[src/rtl/instr_fetch_queue.sv]
// Instruction fetch queue: a loadable program memory, a PC, and a circular
// queue of {instr, pc} entries for the consumer. Fetching HALT_WORD stops
// fetch, and a redirect flushes the queue and reloads the PC.
module instr_fetch_queue #(
  parameter int                 INSTR_W   = 16,
  parameter int                 ADDR_W    = 4,
  parameter int                 QDEPTH    = 4,
  parameter logic [INSTR_W-1:0] HALT_WORD = INSTR_W'(16'hFFFF)
) (
  input  logic                          clk1,
  input  logic                          rst_n,
  input  logic                          ld_en,
  input  logic [ADDR_W-1:0]             ld_addr,
  input  logic [INSTR_W-1:0]            ld_data,
  input  logic                          fetch_en,
  input  logic                          redirect,
  input  logic [ADDR_W-1:0]             redirect_pc,
  input  logic                          issue_ready,
  output logic                          issue_valid,
  output logic [INSTR_W-1:0]            issue_instr,
  output logic [ADDR_W-1:0]             issue_pc,
  output logic [ADDR_W-1:0]             pc_out,
  output logic [$clog2(QDEPTH+1)-1:0]   q_count,
  output logic                          halted
);

  localparam int MEM_DEPTH = 1 << ADDR_W;
  localparam int PTR_W     = (QDEPTH > 1) ? $clog2(QDEPTH) : 1;
  localparam int CNT_W     = $clog2(QDEPTH + 1);

  localparam logic [CNT_W-1:0] CNT_FULL = CNT_W'(QDEPTH);
  localparam logic [PTR_W-1:0] PTR_LAST = PTR_W'(QDEPTH - 1);

  logic [INSTR_W-1:0] mem_q [MEM_DEPTH];

  logic [INSTR_W-1:0] qinstr_q [QDEPTH];
  logic [ADDR_W-1:0]  qpc_q    [QDEPTH];

  logic [ADDR_W-1:0] pc_q,     pc_d;
  logic [PTR_W-1:0]  head_q,   head_d;
  logic [PTR_W-1:0]  tail_q,   tail_d;
  logic [CNT_W-1:0]  cnt_q,    cnt_d;
  logic              halted_q, halted_d;

  logic              deq;
  logic              fetch;
  logic [INSTR_W-1:0] fetch_word;

  // Circular pointer advance; QDEPTH need not be a power of two.
  function automatic logic [PTR_W-1:0] next_ptr(input logic [PTR_W-1:0] p);
    return (p == PTR_LAST) ? '0 : p + 1'b1;
  endfunction

  // The registered memory gives the pre-edge word, so a same-edge load to
  // pc_out cannot be seen by the fetch.
  assign fetch_word = mem_q[pc_q];

  // Handshake decode and next-state for PC, pointers, count and halt flag.
  always_comb begin
    deq      = (cnt_q != '0) && issue_ready && !redirect;
    fetch    = fetch_en && !halted_q && !redirect && ((cnt_q != CNT_FULL) || deq);
    pc_d     = pc_q;
    head_d   = head_q;
    tail_d   = tail_q;
    cnt_d    = cnt_q;
    halted_d = halted_q;
    if (redirect) begin
      pc_d     = redirect_pc;
      head_d   = '0;
      tail_d   = '0;
      cnt_d    = '0;
      halted_d = 1'b0;
    end else begin
      if (deq) begin
        head_d = next_ptr(head_q);
      end
      if (fetch) begin
        tail_d = next_ptr(tail_q);
        pc_d   = pc_q + 1'b1;
        if (fetch_word == HALT_WORD) begin
          halted_d = 1'b1;
        end
      end
      case ({fetch, deq})
        2'b10:   cnt_d = cnt_q + 1'b1;
        2'b01:   cnt_d = cnt_q - 1'b1;
        default: cnt_d = cnt_q;
      endcase
    end
  end

  // Control state register with asynchronous clear.
  always_ff @(posedge clk1 or negedge rst_n) begin
    if (!rst_n) begin
      pc_q     <= '0;
      head_q   <= '0;
      tail_q   <= '0;
      cnt_q    <= '0;
      halted_q <= 1'b0;
    end else begin
      pc_q     <= pc_d;
      head_q   <= head_d;
      tail_q   <= tail_d;
      cnt_q    <= cnt_d;
      halted_q <= halted_d;
    end
  end

  // Program memory: cleared while in reset, written by the load port.
  always_ff @(posedge clk1 or negedge rst_n) begin
    if (!rst_n) begin
      for (int i = 0; i < MEM_DEPTH; i++) begin
        mem_q[i] <= '0;
      end
    end else if (ld_en) begin
      mem_q[ld_addr] <= ld_data;
    end
  end

  // Queue payload storage; validity is tracked by the count, so no reset.
  always_ff @(posedge clk1) begin
    if (fetch) begin
      qinstr_q[tail_q] <= fetch_word;
      qpc_q[tail_q]    <= pc_q;
    end
  end

  assign issue_valid = (cnt_q != '0);
  assign issue_instr = qinstr_q[head_q];
  assign issue_pc    = qpc_q[head_q];
  assign pc_out      = pc_q;
  assign q_count     = cnt_q;
  assign halted      = halted_q;

endmodule

[config.mk]
export PLATFORM = sky130hd
export DESIGN_NAME = instr_fetch_queue
export DESIGN_NICKNAME = d
export VERILOG_FILES = /design/src/rtl/instr_fetch_queue.sv
export SDC_FILE = /design/constraint.sdc
export NUM_CORES = 1
export LEC_CHECK = 0
export ABC_AREA = 1
export CAP_MARGIN = 10
export CORE_UTILIZATION = 45
export CTS_CLUSTER_DIAMETER = 100
export CTS_CLUSTER_SIZE = 28
export DETAILED_ROUTE_END_ITERATION = 8
export GPL_TIMING_DRIVEN = 1
export HOLD_SLACK_MARGIN = 0.02
export PLACE_DENSITY_LB_ADDON = 0.12
export SLEW_MARGIN = 25
export SYNTH_ARGS = -nofsm -noshare
export SYNTH_HDL_FRONTEND = slang
export SYNTH_SLANG_ARGS = --single-unit
[constraint.sdc]
create_clock -name clk1 -period 4.5 [get_ports clk1]
set_input_delay 0.9 -clock clk1 [delete_from_list [all_inputs] [get_ports clk1]]
set_output_delay 0.9 -clock clk1 [all_outputs]
set_load 0.01 [all_outputs]
==> impl_metrics.json, run 1 <==
{
  "status": "finished clean",
  "final-setup-viol-count": 0,
  "clockRootBuffer": "clkbuf_16",
  "synth.avg_cell_area_sq_um": 8.52,
  "fmax_mhz": 286,
  "hold_viol_final": 0,
  "cts_hold_buf": 0,
  "slew_viol_final": 0,
  "syn_area_sq_mm": 0.0155,
  "cts_post_setup_buffers_inserted": 0,
  "rsz0062_at_grt": "no",
  "worstPathMaxFanout": 32,
  "drive_above_1_share": 0.0414,
  "netlist_instances": 1815,
  "power_density_mw_per_mm2": 463,
  "vias": 11900,
  "cp.arrival_ps": 2600,
  "clock-sinks": 348,
  "grt_overflow": 0,
  "dieArea_sq_mm": 0.0351,
  "area_growth_pct": 8.86,
  "ys_warn_count": 0,
  "ir_drop_uv": 361,
  "clkLatencyLatePin_ps": 520,
  "multiInputGateArea_sq_mm": 0.00552,
  "gp_congestion": 0.796,
  "dp_hpwl_mm": 24.6,
  "grt_pass1_vias": 11200,
  "cts_resized": 0,
  "drtIter0Drc": 998,
  "io_buffers": 58,
  "worstMarginPinSlew_ps": 924,
  "syn_nets": 1852,
  "post-route-period-util": 0.778,
  "finalNonFillerCells": 2260,
  "fillCellCount": 3245,
  "placedCellCount": 2235,
  "seq_area_sq_mm": 0.00911,
  "whs_ps": 451,
  "viasPerCell": 5.28,
  "final_antenna_net_count": 0,
  "crit_path_start_kind": "register",
  "synth_cell_types": 30,
  "cts_tree": "built",
  "track_usage": 0.238,
  "grt_max_degree": 158,
  "power_uw": 7790,
  "ioPinCount": 59,
  "slew_headroom": 0.380,
  "fp-row-count": 67,
  "ys_seq_area_frac": 0.589,
  "avgRoutedWirePerCell_um": 18.1,
  "synth.top_cell.area_share": 0.434,
  "grt_pass1_wl_mm": 65.3,
  "drcViolationCount": 0,
  "synth-seq-cells": 348,
  "clk_pin_slew_ps": 120,
  "dieWidth_um": 187,
  "yosys.area.top_type": "dfrtp_1",
  "die_y_um": 187,
  "initial_utilization": 0.459,
  "p_leak_uw": 0.00755,
  "n_antenna_cell": 0,
  "yosys-top-cells-area": "dfrtp_1 43%, edfxtp_1 16%, nand2_1 15%, o21ai_0 10%, nor2_1 4.1%",
  "first_pass_iters": 5,
  "fin_nets": 1842,
  "tns_ps": 0,
  "min_path_type": "in -> async",
  "crit_type": "reg -> out",
  "h-tree-depth": 1,
  "antenna_found_initial": 0,
  "end_kind": "output port",
  "core_area_sq_mm": 0.0337,
  "cts_buffers": 16,
  "crit_required_ps": 3600,
  "final_core_util": 0.500,
  "fin_crit_ps": 3500,
  "max_cap_violations": 0,
  "final.setup_skew_ps": 21.9,
  "totalWireLength_mm": 40.9,
  "clk_path_buf_depth": 3
}
-- cells in the final DEF, fill, tap and decap left out, types with 2 or more instances in the layout --
cell / synthesis / final
clkbuf_16: 0 / 17
ha_1: 6 / 6
buf_12: 0 / 2
o22ai_1: 20 / 20
clkdlybuf4s50_1: 0 / 57
o21ai_0: 309 / 309
nor2_1: 171 / 167
nor2_2: 1 / 5
or2_2: 3 / 3
buf_4: 6 / 35
clkinv_2: 1 / 2
xor2_1: 2 / 2
edfxtp_1: 80 / 80
nor3_1: 4 / 3
dfrtp_1: 268 / 267
nand3_1: 81 / 81
clkbuf_1: 84 / 5
a21oi_1: 41 / 41
o21ai_1: 3 / 3
nand2_1: 610 / 606
o211ai_1: 9 / 9
inv_1: 74 / 74
nand2_2: 0 / 4
-- state kept, by name (all words and copies together) (netlist names) --
signal and cells:
halted 1, qinstr_q 64, q_count 3, tail_q 2, head_q 2, mem_q 256
qpc_q 16, pc_out 4
-- per-stage QoR --
stage,cell area (sq um),setup slack (ps)
finish,16800,998
global route,16800,787
CTS,16800,1000
detailed placement,16400,1220
global placement,16400,1320
floorplan,15500,1850
-- per-layer routing --
metal	track usage	wire length, um
met2	0.385	18600
met3	0.0266	2020
met1	0.348	19500
met4	0.0491	788
met5	0	0
-- final timing paths --
kind | start | endpoint | slack, ps | cells after the start
setup / recovery | head_q[0] | issue_instr[9] | 1000 | 5
hold / removal | rst_n | mem_q[98] | 450 | 1
setup reg to reg | pc_out[3] | halted | 1660 | 12
hold reg to reg | mem_q[66] | mem_q[66] | 490 | 2
max in group asynchronous | rst_n | mem_q[91] | 3060 | 2
min in group clk1 | mem_q[66] | mem_q[66] | 490 | 2
-- cells in the mapped netlist --
cell type and instances:
inv_2 2, xor2_1 2, buf_2 24, buf_4 6, nand3b_1 1, clkinv_1 1, inv_1 74, xnor2_1 1
or2_2 3, nand3_1 81, buf_6 8, nand4_1 1, clkinv_2 1, o221ai_1 1, clkbuf_1 84, dfrtp_1 268
ha_1 6, nor3_1 4, a21oi_1 41, nand2_1 610, a211oi_1 1, edfxtp_1 80, o22ai_1 20, buf_1 1
nor2_1 171, o21ai_1 3, o211ai_1 9, fa_1 1, nor2_2 1, o21ai_0 309
-- critical path: stages, from the launching register on --
cell,delay (ps)
dfrtp_1,400
inv_1,590
buf_4,280
o21ai_0,100
o22ai_1,150
clkdlybuf4s50_1,550
-- power by group --
| group | switching, uW | leakage, uW | internal (uW) |
|---|---|---|---|
| Combinational | 1220 | 0.00321 | 769 |
| Sequential | 288 | 0.00412 | 3820 |
| Clock | 989 | 0.000224 | 709 |
-- final cells by class --
class,instances,share of cell area
Clock buffer,22,0.0264
Tap cell,448,0.0333
Timing Repair Buffer,95,0.0527
Multi-Input combinational cell,1266,0.328
Clock inverter,3,0.00126
Inverter,78,0.0176
Sequential cell,348,0.541
-- kinds of logic after synthesis --
family                   Yosys count  share of synthesized area
flip-flops                       348                      0.589
buffers and inverters            201                     0.0561
AND/OR/NAND/NOR                  872                      0.220
adder cells (fa/ha/maj)            7                    0.00615
XOR/XNOR                           3                    0.00170
AO/OA/AOI/OAI                    384                      0.128
Power figures use the tool's default switching activity.
==> inputs of run 2 (changes only) <==
- clock period: 4.5 -> 3.35 ns (I/O delays scaled with it)
==> run 2 against run 1 <==
Net effect: critical path depth is 1 lower; flip-flop and latch count unchanged; total power rose by 35%; clock power up 34%; worst setup slack got worse by 710 ps; cell area up 0.49%; global-route usage about the same; die area unchanged; hold slack lost 350 ps; critical path type unchanged; largest cell class unchanged; largest power group unchanged; highest routed layer unchanged.
==> impl_metrics.json, run 2 (synthesis gave the netlist of run 1 again) <==
{
  "cts_tree": "built",
  "clockRootBuffer": "clkbuf_16",
  "final_antenna_net_count": 0,
  "cts_resized": 0,
  "final-setup-viol-count": 0,
  "n_antenna_cell": 0,
  "h-tree-depth": 1,
  "max_stage_delay_ps": 570,
  "crit_type": "reg -> out",
  "gp_congestion": 0.759,
  "avgRoutedWirePerCell_um": 18.0,
  "startpoint": "head_q[1]",
  "io_buffers": 58,
  "fmax_mhz": 327,
  "top_register": "mem_q",
  "area_growth_pct": 9.40,
  "stdcell_area_sq_mm": 0.0169,
  "dieArea_sq_mm": 0.0351,
  "fp-row-count": 67,
  "grt_max_degree": 81,
  "cts_hold_buf": 0,
  "max_cap_violations": 0,
  "p_sw_uw": 3370,
  "fin_crit_ps": 3060,
  "p_leak_uw": 0.00759,
  "drcViolationCount": 0,
  "core_area_sq_mm": 0.0337,
  "r2r-start": "pc_out[0]",
  "final_common_cell": "nand2_1",
  "grt_overflow": 0,
  "grt_pass1_vias": 11400,
  "cp_cell_sequence": "inv_1 > o21ai_0 > o22ai_1 > clkdlybuf4s50_1",
  "worstMarginPinSlew_ps": 841,
  "tns_ps": 0,
  "final.setup_skew_ps": 21.9,
  "slew_headroom": 0.438,
  "crit_required_ps": 2680,
  "rsz0062_at_grt": "no",
  "end_kind": "output port",
  "pwr-share-comb": 0.256,
  "status": "finished clean",
  "critical_path_buf_inv_count": 2,
  "cts_buffers": 16,
  "largest_register_ffs": 256,
  "fin_nets": 1849,
  "dieWidth_um": 187,
  "antenna_found_initial": 0,
  "vias": 12000,
  "top_regs": "mem_q: 256 flops, qinstr_q: 64 flops, qpc_q: 16 flops",
  "grt_pass1_wl_mm": 65.3,
  "totalWireLength_mm": 40.8,
  "p_int_uw": 7130,
  "placed_area_sq_mm": 0.0165,
  "cp.arrival_ps": 2390,
  "ioPinCount": 59,
  "netSwitchingFraction": 0.321,
  "clkLatencyLatePin_ps": 520,
  "first_pass_iters": 5,
  "final_cell_mix": "610 x nand2_1, 309 x o21ai_0, 267 x dfrtp_1",
  "cpMaxStageDelayCell": "clkdlybuf4s50_1",
  "clock-sinks": 348,
  "share_clk_of_total_power": 0.216,
  "drtIter0Drc": 1040,
  "min_path_type": "in -> async",
  "cts_post_setup_buffers_inserted": 0,
  "viasPerCell": 5.28,
  "die_y_um": 187,
  "crit_path_start_kind": "register",
  "worstPathMaxFanout": 21,
  "fillCellCount": 3303,
  "critPathTopFamily": "buffers and inverters",
  "ir_drop_uv": 333,
  "track_usage": 0.238,
  "power_density_mw_per_mm2": 620,
  "slew_viol_final": 0,
  "drive_above_1_share": 0.0424,
  "clk_pin_slew_ps": 110,
  "clk_path_buf_depth": 3,
  "post-route-period-util": 0.913,
  "hold_viol_final": 0,
  "seqPwrFrac": 0.528,
  "initial_utilization": 0.459,
  "dp_hpwl_mm": 24.1
}
==> run 2: cell types whose count changed in the layout (fill, tap and decap cells not counted), sizes merged <==
cell	delta
clkinv	-1
buf	+7
inv	+1
clkbuf	-1
clkinvlp	-1
==> run 2: worst paths after layout <==
check | endpoint | slack [ps] | cells past startpoint
max in group asynchronous | mem_q[214] | 2470 | 2
worst max register to register | halted | 640 | 13
worst min-delay path | mem_q[112] | 100 | 1
worst min register to register | mem_q[118] | 490 | 2
min in group clk1 | mem_q[118] | 490 | 2
worst max-delay path | issue_instr[15] | 290 | 4
==> run 2: final cells by class <==
cell class	instances	area (sq um)	share of cell area
clock buffer	21	440	0.0260
sequential	348	9110	0.538
tap	448	561	0.0331
clock inverter	2	17.5	0.00104
timing repair buffer	102	991	0.0586
multi-input combinational	1266	5510	0.325
inverter	78	294	0.0174
==> run 2: power by group through the flow <==
stage	Combinational (uW)	Clock, uW	Sequential (uW)
floorplan	1760	0	5520
global placement	2650	0	5610
detailed placement	2710	0	5630
CTS	2710	2330	5540
global route	3080	2480	5640
finish	2690	2270	5540
==> run 2: stage by stage <==
stage	total power, uW	worst slack, ps	cells	util	hold WS (ps)
2_1_floorplan	7280	929	1815	-	374
3_3_place_gp	8260	623	2242	0.489	459
3_5_place_dp	8340	645	2242	0.489	469
4_1_cts	10600	244	2265	0.502	121
5_1_grt	11200	164	2265	0.502	135
6_report	10500	291	2265	0.502	102
==> run 2: routing by layer <==
metal  wire length [um]  up-vias  track usage  share of wire
met3               1800       48       0.0189          0.044
li1                   -     5857            -              -
met2              18800      281        0.385           0.46
met4                944        0       0.0541          0.023
met5                  0        -            0              0
met1              19200     5780        0.351           0.47
